**config.mk**
```make
export PLATFORM = sky130hd
export DESIGN_NAME = datapath_ctrl
export DESIGN_NICKNAME = d
export VERILOG_FILES = /design/src/rtl/datapath_pkg.sv /design/src/rtl/ctrl_fifo.sv /design/src/rtl/datapath_ctrl.sv
export SDC_FILE = /design/constraint.sdc
export NUM_CORES = 1
export LEC_CHECK = 0
export CAP_MARGIN = 20
export CORE_MARGIN = 2
export CORE_UTILIZATION = 50
export CTS_BUF_LIST = sky130_fd_sc_hd__clkbuf_8
export DETAILED_ROUTE_END_ITERATION = 16
export PLACE_DENSITY = 0.82
export SLEW_MARGIN = 20
export SYNTH_ARGS = -nofsm -noshare
export SYNTH_HDL_FRONTEND = slang
export SYNTH_SLANG_ARGS = --single-unit
```
**constraint.sdc**
```tcl
create_clock -name clk -period 2.5 [get_ports clk]
set_clock_uncertainty 0.05 [all_clocks]
set_input_delay 0.25 -clock clk [delete_from_list [all_inputs] [get_ports clk]]
set_output_delay 0.25 -clock clk [all_outputs]
set_load 0.1 [all_outputs]
```
**src/rtl/datapath_pkg.sv**
```systemverilog
`default_nettype none
// +----------------------------------------------------------------------------+
// | Module      : datapath_pkg                                                 |
// | Description : Shared constants for the datapath controller: default       |
// |               result width, instruction field positions and the FSM        |
// |               state encoding.                                              |
// | Revision    : 1.0 - initial release                                        |
// +----------------------------------------------------------------------------+
package datapath_pkg;

    localparam int WORD_SIZE = 32;

    // Instruction word: [8:6] alu op, [5:4] addr1, [3:2] addr2, [1:0] addr3
    localparam int INSTR_W   = 9;
    localparam int ALU_W     = 3;
    localparam int ADDR_W    = 2;
    localparam int ALU_MSB   = 8;
    localparam int ALU_LSB   = 6;
    localparam int ADDR1_MSB = 5;
    localparam int ADDR1_LSB = 4;
    localparam int ADDR2_MSB = 3;
    localparam int ADDR2_LSB = 2;
    localparam int ADDR3_MSB = 1;
    localparam int ADDR3_LSB = 0;

    localparam int RETIRED_W = 8;

    typedef enum logic [1:0] {
        ST_IDLE   = 2'd0,
        ST_SETUP  = 2'd1,
        ST_WRITE  = 2'd2,
        ST_RETIRE = 2'd3
    } state_e;

endpackage
`default_nettype wire

```
**src/rtl/ctrl_fifo.sv**
```systemverilog
`default_nettype none
// +----------------------------------------------------------------------------+
// | Module      : ctrl_fifo                                                    |
// | Description : Instruction queue for datapath_ctrl. FIFO_DEPTH must be a    |
// |               power of two (minimum 2) so the pointers wrap naturally.     |
// | Ports       : clk, rst (async, active-low)                                 |
// |               push/push_data - write request, ignored while full           |
// |               pop/pop_data   - read request, ignored while empty;          |
// |                                pop_data always shows the queue head        |
// |               full/empty     - derived from registered occupancy only      |
// | Revision    : 1.0 - initial release                                        |
// +----------------------------------------------------------------------------+
module ctrl_fifo
    import datapath_pkg::*;
#(
    parameter int FIFO_DEPTH = 4,
    parameter int DATA_W     = INSTR_W
) (
    input  logic              clk,
    input  logic              rst,
    input  logic              push,
    input  logic [DATA_W-1:0] push_data,
    input  logic              pop,
    output logic [DATA_W-1:0] pop_data,
    output logic              full,
    output logic              empty
);

    localparam int                PTR_W   = (FIFO_DEPTH > 1) ? $clog2(FIFO_DEPTH) : 1;
    localparam int                CNT_W   = PTR_W + 1;
    localparam logic [CNT_W-1:0]  C_DEPTH = CNT_W'(FIFO_DEPTH);

    logic [DATA_W-1:0] mem_q [FIFO_DEPTH];
    logic [PTR_W-1:0]  wr_ptr_q, wr_ptr_d;
    logic [PTR_W-1:0]  rd_ptr_q, rd_ptr_d;
    logic [CNT_W-1:0]  count_q, count_d;
    logic              do_push;
    logic              do_pop;

    assign full     = (count_q == C_DEPTH);
    assign empty    = (count_q == '0);
    assign pop_data = mem_q[rd_ptr_q];

    always_comb begin
        do_push  = push && !full;
        do_pop   = pop && !empty;
        wr_ptr_d = wr_ptr_q;
        rd_ptr_d = rd_ptr_q;
        count_d  = count_q;
        // Power-of-two depth: pointer overflow is the modulo wrap.
        if (do_push) begin
            wr_ptr_d = wr_ptr_q + 1'b1;
        end
        if (do_pop) begin
            rd_ptr_d = rd_ptr_q + 1'b1;
        end
        case ({do_push, do_pop})
            2'b10:   count_d = count_q + 1'b1;
            2'b01:   count_d = count_q - 1'b1;
            default: count_d = count_q;
        endcase
    end

    always_ff @(posedge clk or negedge rst) begin
        if (!rst) begin
            wr_ptr_q <= '0;
            rd_ptr_q <= '0;
            count_q  <= '0;
        end else begin
            wr_ptr_q <= wr_ptr_d;
            rd_ptr_q <= rd_ptr_d;
            count_q  <= count_d;
        end
    end

    // Storage needs no reset: an empty queue never exposes its contents.
    always_ff @(posedge clk) begin
        if (do_push) begin
            mem_q[wr_ptr_q] <= push_data;
        end
    end

endmodule
`default_nettype wire

```
**src/rtl/datapath_ctrl.sv**
```systemverilog
`default_nettype none
// +----------------------------------------------------------------------------+
// | Module      : datapath_ctrl                                                |
// | Description : Queues 9-bit instructions and sequences each one through     |
// |               IDLE -> SETUP -> WRITE -> RETIRE, driving register-file      |
// |               addresses, ALU select and write enable of an external        |
// |               datapath and capturing its result.                           |
// | Ports       : clk, rst (async, active-low)                                 |
// |               in_valid/in_ready/in_instr - instruction push handshake      |
// |               addr1/addr2/addr3/alu/wr   - datapath control               |
// |               dp_result/dp_cout          - datapath result inputs         |
// |               out_result/out_cout        - result of last retired instr   |
// |               done/busy/retired          - status                         |
// | Revision    : 1.0 - initial release                                        |
// +----------------------------------------------------------------------------+
module datapath_ctrl #(
    parameter int WORD_SIZE  = datapath_pkg::WORD_SIZE,
    parameter int FIFO_DEPTH = 4
) (
    input  logic                               clk,
    input  logic                               rst,
    input  logic                               in_valid,
    output logic                               in_ready,
    input  logic [datapath_pkg::INSTR_W-1:0]   in_instr,
    output logic [datapath_pkg::ADDR_W-1:0]    addr1,
    output logic [datapath_pkg::ADDR_W-1:0]    addr2,
    output logic [datapath_pkg::ADDR_W-1:0]    addr3,
    output logic [datapath_pkg::ALU_W-1:0]     alu,
    output logic                               wr,
    input  logic [WORD_SIZE-1:0]               dp_result,
    input  logic                               dp_cout,
    output logic [WORD_SIZE-1:0]               out_result,
    output logic                               out_cout,
    output logic                               done,
    output logic                               busy,
    output logic [datapath_pkg::RETIRED_W-1:0] retired
);

    import datapath_pkg::state_e;
    import datapath_pkg::ST_IDLE;
    import datapath_pkg::ST_SETUP;
    import datapath_pkg::ST_WRITE;
    import datapath_pkg::ST_RETIRE;
    import datapath_pkg::INSTR_W;
    import datapath_pkg::ADDR_W;
    import datapath_pkg::ALU_W;
    import datapath_pkg::RETIRED_W;
    import datapath_pkg::ALU_MSB;
    import datapath_pkg::ALU_LSB;
    import datapath_pkg::ADDR1_MSB;
    import datapath_pkg::ADDR1_LSB;
    import datapath_pkg::ADDR2_MSB;
    import datapath_pkg::ADDR2_LSB;
    import datapath_pkg::ADDR3_MSB;
    import datapath_pkg::ADDR3_LSB;

    state_e                 state_q, state_d;
    logic [ADDR_W-1:0]      addr1_q, addr1_d;
    logic [ADDR_W-1:0]      addr2_q, addr2_d;
    logic [ADDR_W-1:0]      addr3_q, addr3_d;
    logic [ALU_W-1:0]       alu_q, alu_d;
    logic [WORD_SIZE-1:0]   result_q, result_d;
    logic                   cout_q, cout_d;
    logic [RETIRED_W-1:0]   retired_q, retired_d;

    logic                   fifo_pop;
    logic                   fifo_full;
    logic                   fifo_empty;
    logic [INSTR_W-1:0]     fifo_head;

    // The queue gates push with its own registered full flag, so in_ready
    // never depends on a same-cycle pop.
    ctrl_fifo #(
        .FIFO_DEPTH (FIFO_DEPTH),
        .DATA_W     (INSTR_W)
    ) u_fifo (
        .clk       (clk),
        .rst       (rst),
        .push      (in_valid),
        .push_data (in_instr),
        .pop       (fifo_pop),
        .pop_data  (fifo_head),
        .full      (fifo_full),
        .empty     (fifo_empty)
    );

    always_comb begin
        state_d   = state_q;
        addr1_d   = addr1_q;
        addr2_d   = addr2_q;
        addr3_d   = addr3_q;
        alu_d     = alu_q;
        result_d  = result_q;
        cout_d    = cout_q;
        retired_d = retired_q;
        fifo_pop  = 1'b0;
        case (state_q)
            ST_IDLE: begin
                if (!fifo_empty) begin
                    fifo_pop = 1'b1;
                    alu_d    = fifo_head[ALU_MSB:ALU_LSB];
                    addr1_d  = fifo_head[ADDR1_MSB:ADDR1_LSB];
                    addr2_d  = fifo_head[ADDR2_MSB:ADDR2_LSB];
                    addr3_d  = fifo_head[ADDR3_MSB:ADDR3_LSB];
                    state_d  = ST_SETUP;
                end
            end
            ST_SETUP: begin
                state_d = ST_WRITE;
            end
            ST_WRITE: begin
                // Capture on the edge that ends WRITE; the counter moves at the
                // same edge so it is already updated while done is high.
                result_d  = dp_result;
                cout_d    = dp_cout;
                retired_d = retired_q + 1'b1;
                state_d   = ST_RETIRE;
            end
            ST_RETIRE: begin
                state_d = ST_IDLE;
            end
            default: begin
                state_d = ST_IDLE;
            end
        endcase
    end

    always_ff @(posedge clk or negedge rst) begin
        if (!rst) begin
            state_q   <= ST_IDLE;
            addr1_q   <= '0;
            addr2_q   <= '0;
            addr3_q   <= '0;
            alu_q     <= '0;
            result_q  <= '0;
            cout_q    <= 1'b0;
            retired_q <= '0;
        end else begin
            state_q   <= state_d;
            addr1_q   <= addr1_d;
            addr2_q   <= addr2_d;
            addr3_q   <= addr3_d;
            alu_q     <= alu_d;
            result_q  <= result_d;
            cout_q    <= cout_d;
            retired_q <= retired_d;
        end
    end

    assign in_ready   = !fifo_full;
    assign addr1      = addr1_q;
    assign addr2      = addr2_q;
    assign addr3      = addr3_q;
    assign alu        = alu_q;
    assign wr         = (state_q == ST_WRITE);
    assign done       = (state_q == ST_RETIRE);
    assign busy       = (state_q != ST_IDLE) || !fifo_empty;
    assign out_result = result_q;
    assign out_cout   = cout_q;
    assign retired    = retired_q;

endmodule
`default_nettype wire

```
==> results of run 1 <==
## layout by cell type, fill, tap and decap left out, types with 3 or more instances in the layout
cell / n
dfrtp_1: 59
ha_1: 9
edfxtp_1: 36
nor2_1: 3
buf_4: 56
buf_12: 3
clkbuf_8: 9
and3_1: 5
xnor2_1: 8
inv_1: 11
clkinvlp_4: 4
mux4_2: 9
xor2_1: 5
nand4_1: 4
nand2_1: 31
clkdlybuf4s50_1: 43
mux2_2: 35
## logic make-up after synthesis
family,Yosys count
xor gates and xnor gates,13
AOI/OAI and AO/OA,3
muxes,45
adders and majority gates,11
buffers and inverters,18
and+or+nand+nor,47
DFF,95
## sequential cells by signal, indices dropped and copies added, names as in the netlist
signal,cells
addr1,2
addr2,2
addr3,2
alu,3
out_cout,1
out_result,32
retired,8
state_q,2
u_fifo.count_q,3
u_fifo.mem_q,36
u_fifo.rd_ptr_q,2
u_fifo.wr_ptr_q,2
## stage by stage
stage | instances | hold slack [ns] | setup slack, ns | cell area [um^2]
global placement | 426 | 0.226 | 0.347 | 4740
detailed placement | 426 | 0.236 | 0.293 | 4740
floorplan | 232 | -0.0956 | 0.170 | 3730
global route | 443 | 0.415 | 0.131 | 4960
CTS | 443 | 0.383 | 0.184 | 4950
finish | 443 | 0.378 | 0.276 | 4960
## final cells by class
| type | count | area, um^2 | share of cell area, % |
|---|---|---|---|
| multi-input combinational | 119 | 1110 | 22.5 |
| clock buffer | 9 | 124 | 2.50 |
| sequential | 95 | 2560 | 51.6 |
| timing repair buffer | 104 | 926 | 18.7 |
| inverter | 10 | 37.5 | 0.757 |
| tap | 99 | 124 | 2.50 |
| clock inverter | 7 | 72.6 | 1.46 |
## worst max path at each step
stage / cells past startpoint / endpoint
2_1_floorplan: 9 / u_fifo.count_q[2]
3_5_place_dp: 9 / u_fifo.count_q[2]
4_1_cts: 5 / busy
6_report: 9 / u_fifo.count_q[2]
5_1_grt: 9 / u_fifo.count_q[2]
3_3_place_gp: 9 / u_fifo.count_q[2]
## worst reg2reg max path, cell delays in order (launching register included)
cell and delay, ns:
dfrtp_1 0.45, or3b_4 0.43, and2_4 0.19, inv_1 0.05
ha_1 0.16, inv_1 0.06, fa_1 0.37, xor2_1 0.15
nor2_1 0.11, xor2_1 0.15
## routing by layer
metal	vias up	global-route usage [%]	wire length [um]
met3	13	4.26	292
met4	0	9.36	195
met5	-	0	0
li1	1030	-	-
met1	1062	22.0	2670
met2	56	28.9	3610
## what timing repair did
action / CTS / global route
hold buffers: 1 / 0
gates resized for setup: 0 / 1
endpoints found under the hold margin: 59 / 0
setup endpoints to repair: 0 / 1
==> results.ini, run 1 <==
[final_layout]
drive_gt1_share_pct = 36.0
nets = 395
nFillCells = 501
synthToLayoutAreaGrowth_pct = 32.7
diodes = 0
utilization_pct = 68.3

[synth]
synth-seq-cells = 95
yosys-mux-area-fraction_pct = 16.4
synthCells = 232
synth_compound_area_share_pct = 0.469
yosys.area.top_type = dfrtp_1
netlist_top_cells_area = dfrtp_1 (40%), edfxtp_1 (29%), mux2_2 (11%)
syn-cell-area_mm2 = 0.00373
synth_top_family_by_area = multiplexers
synth_most_common_cell = dfrtp_1
avgSynthCellArea_um2 = 16.1
synth_edf_count = 36
synth_warnings = 0
synth_fa_ha_area_share_pct = 3.89
yosysSeqAreaShare_pct = 68.5
ys_async_sr_fraction_pct = 62.1
synth_ff_type = dfrtp_1
ys_types = 24
synth_commonest_cells = dfrtp_1 (59), edfxtp_1 (36), mux2_2 (35), nand2_1 (31)
yosys.area.top_type_share_pct = 39.5
synthXorXnorAreaFrac_pct = 3.05
syn_nets = 288
synth_simple_gate_area_share_pct = 5.83

[critical_path]
crit_start = u_fifo.count_q[0]
cp_max_fo = 6
rr_endpoint = u_fifo.count_q[2]
cpPeakStageDelay_ns = 0.45
worst_ep_arrival_time_ns = 2.45
critPathBufInv = 2
end_kind = flip-flop
reg2reg_slack_ns = 0.28
start_kind = flip-flop
worstRegToRegCells = 9
required_ns = 2.73
path_class = reg2reg
critPathTopFamily = simple AND/OR/NAND/NOR gates
rr_startpoint = u_fifo.count_q[0]
cp_cell_sequence = or3b_4 > and2_4 > inv_1 > ha_1 > inv_1 > fa_1 > xor2_1 > nor2_1 > xor2_1
worst_path_max_delay_cell = dfrtp_1

[clock_tree]
cts_tree = yes
cts.clk_slew.worst_paths_ns = 0.09
clock-root-buffer = clkbuf_8
cts_made_buffers = 9
clock-sinks = 95
post-cts-setup-buffers = 0
ctsLongestPathBuffers = 2
clk_latency_ns = 0.35
htree_num_levels = 3

[global_route]
grt_max_degree = 60
antenna_found_initial = 0
grt_pass1_vias = 2191
grt-ovfl-total = 0
grt_use_total_pct = 17.7
grt_pass1_wl_um = 11200

[run_status]
status = finished clean

[die]
core_area_mm2 = 0.00725
die_w_um = 90.4
initial_core_util_pct = 51.5
num_rows = 31
dieArea_mm2 = 0.00818
io_pins = 99
dieHeight_um = 90.4

[timing]
slew_headroom_pct = 56.0
max_freq_ghz = 0.450
finalCriticalPeriod_ns = 2.22
setup-tns-final_ns = 0
hold_viol = 0
slew_viol_final = 0
finalSetupViolCount = 0
final.period_utilization_pct = 89.0
rsz0062_at_grt = false
tightest_slew_ns = 0.660

[place]
dp_hpwl_um = 4840
gp_congestion = 0.747
port-buffer-count = 98

[hold_path]
holdCritPathClass = in2async

[drt]
route.detailed.drc = 0
routed_wl_um = 6770
wl_per_cell_um = 15.3
dr.pass1.iters = 4
vias = 2161
drt-initial-drc-count = 78
vias_per_cell = 4.88
ant_nets = 0

[flow_run]
max_cap_violations = 0

Power of run 1 is not shown: default switching activity piles up to over one toggle a cycle in this logic, so the estimate is an artifact.
==> run 2, diff against run 1 <==
ABC_CLOCK_PERIOD_IN_PS = 2500   (was default)
SKIP_LAST_GASP = 1   (was default)
==> results of run 2 <==
The final DEF is identical to that of run 1; final timing and power are the same.
Power of run 2 is left out for the same reason.
==> patch (config.mk and constraints of run 1) <==
`FIFO_DEPTH` is set to 4 in 2 places; all go to 16.
--- a/src/rtl/ctrl_fifo.sv
+++ b/src/rtl/ctrl_fifo.sv
@@ -13,7 +13,7 @@
 module ctrl_fifo
     import datapath_pkg::*;
 #(
-    parameter int FIFO_DEPTH = 4,
+    parameter int FIFO_DEPTH = 16,
     parameter int DATA_W     = INSTR_W
 ) (
     input  logic              clk,
--- a/src/rtl/datapath_ctrl.sv
+++ b/src/rtl/datapath_ctrl.sv
@@ -15,7 +15,7 @@
 // +----------------------------------------------------------------------------+
 module datapath_ctrl #(
     parameter int WORD_SIZE  = datapath_pkg::WORD_SIZE,
-    parameter int FIFO_DEPTH = 4
+    parameter int FIFO_DEPTH = 16
 ) (
     input  logic                               clk,
     input  logic                               rst,
Formal check against the unedited RTL: not equivalent (a bounded check fails within 10 cycles, from zero or initial values and one cycle with rst low).
==> patch against run 1 <==
Hold slack worse by 0.15 ns; final area is 110% higher; first-iteration DRC count grew to 4.2 times the old value; wire length is 150% higher; area after synthesis is 120% higher; worst setup slack worse by 0.25 ns; sequential cell count is 114 higher; highest routed layer unchanged.
Power is not shown: default switching activity piles up to over one toggle a cycle in this logic, so the estimate is an artifact.
==> patch: results (changes against run 1) <==
Fraction of registers with async set/reset: 31.1% (-31 points)
Wirelength, routed: 16700 um (+150%)
Filler cell count: 1122 (+120%)
Register bank with the most flops: u_fifo.mem_q
Max clock buf depth: 3 (+1)
Routed length per instance: 19.7 um (+29%)
Post-Place Cells: 778 (+83%)
1st-iter DRT viols: 326 (+320%)
Max FFs per register: 144 (+300%)
Share of cells above drive strength 1: 39.1% (+3.0 points)
Post-synthesis compound-gate area fraction: 3.26% (+2.8 points)
Largest net degree at the start of global routing: 44 (-27%)
Root buffer cell: clkbuf_8
Clk_lat worst skew: 0.52 ns (+0.17 ns)
Fin. max-slew vios: 0 (unchanged)
Fin nets: 659 (+67%)
Cells after synthesis: 447 (+93%)
Worst min path class: in -> async
Vias in the first global route: 4920 (+120%)
Status: finished clean
Seq/Total Area, Yosys: 71.8% (+3.3 points)
Synthesized net count: 505 (+75%)
Dpl hpwl: 10500 um (+120%)
DR pass1 iterations: 5 (+1)
Postcts setup bufs: 0 (unchanged)
Xor and xnor area share after synthesis: 2.01% (-1.0 points)
Post-cts resize count: 1 (+1)
Diode count: 0 (unchanged)
I/O Buffers: 98 (unchanged)
Dominant cells by area after synthesis: edfxtp_1 52%, dfrtp_1 20%, mux4_2 9.5%, mux2_2 6.0%, ha_1 2.0%
Mux cell area share after synthesis: 15.8% (-0.54 points)
EDFF count, synth: 144 (+300%)
H-tree depth: 2 (-1)
Initial antenna violation count: 0 (unchanged)
Post-synth top cells: 144 x edfxtp_1, 65 x dfrtp_1, 44 x mux2_2, 35 x mux4_2, 16 x nor2_1
Vias: 4633 (+110%)
Synth cell types: 38 (+58%)
Routability congestion estimate: 0.798 (+6.8%)
GR Util All Layers: 19.3% (+1.7 points)
Synth Warn #: 0 (unchanged)
Post-synthesis adder-cell area fraction: 1.96% (-1.9 points)
Peak fanout along the critical path: 3 (-3)
Crit path arrival time: 2.80 ns (+0.35 ns)
CTS Buf Count: 34 (+25)
Clk pin slew, worst setup/hold paths: 0.07 ns (-0.02 ns)
First-pass GRT wire length: 26200 um (+140%)
Crit. Startpoint: u_fifo.count_q[2]
CTS hold repair buffers: 1 (unchanged)
Slew margin rel.: 50.8% (-5.2 points)
## patch: changes by cell type in the layout (fill, tap and decap cells not counted), moves of 15 or more
| cell | before | now |
|---|---|---|
| nand2_1 | 31 | 13 |
| buf_4 | 56 | 95 |
| mux4_2 | 9 | 35 |
| o22ai_1 | 0 | 15 |
| clkbuf_8 | 9 | 43 |
| edfxtp_1 | 36 | 144 |
## patch: metrics by stage
stage,instance area [um2],setup slack [ns],TNS (ns)
after floorplan,8320,-0.189,-0.313
after global placement,9600,0.0606,0
after detailed placement,9600,-0.0356,-0.0405
after CTS,10300,0.000225,0
after global routing,10400,-0.0170,-0.0444
final,10400,0.0272,0
## patch: worst paths after layout
path                                     endpoint  slack, ns  cells after the start
worst max-delay path            u_fifo.count_q[2]       0.03                      9
worst min-delay path                     addr3[1]       0.23                      2
worst max register to register  u_fifo.count_q[2]       0.03                      9
worst min register to register         retired[3]       0.45                      1
max in group asynchronous          out_result[27]       1.52                      3
min in group clk                    out_result[7]       0.29                      2
## patch: layout make-up
cell class	count	share of cell area (%)
clock inverters	19	0.797
multi-input cells	209	21.7
inverters	5	0.181
well taps	220	2.66
clock buffers	43	5.71
flip-flops and latches	209	57.4
repair buffers	142	11.6
## patch: worst max-delay path: stages, from the launching register on
cell and delay, ns:
dfrtp_1 0.38, or4_4 0.56, o21a_4 0.25, ha_4 0.16, xor2_1 0.14, ha_2 0.21
a21oi_1 0.19, xor2_1 0.19, nor2_1 0.08, xor2_1 0.15
## patch: cells by family after synthesis
group           after synthesis
mux                          82
fa+ha+maj                    13
simple gates                 55
compound gates               40
xor+xnor                     19
buf+inv                      29
flops                       209
## patch: metal layers
layer	global-route usage, %	routed length [um]	part of all wire [%]
met5	0	0	0
met3	5.63	1420	8.5
met2	31.6	8270	49
met4	7.53	501	3.0
met1	24.7	6530	39
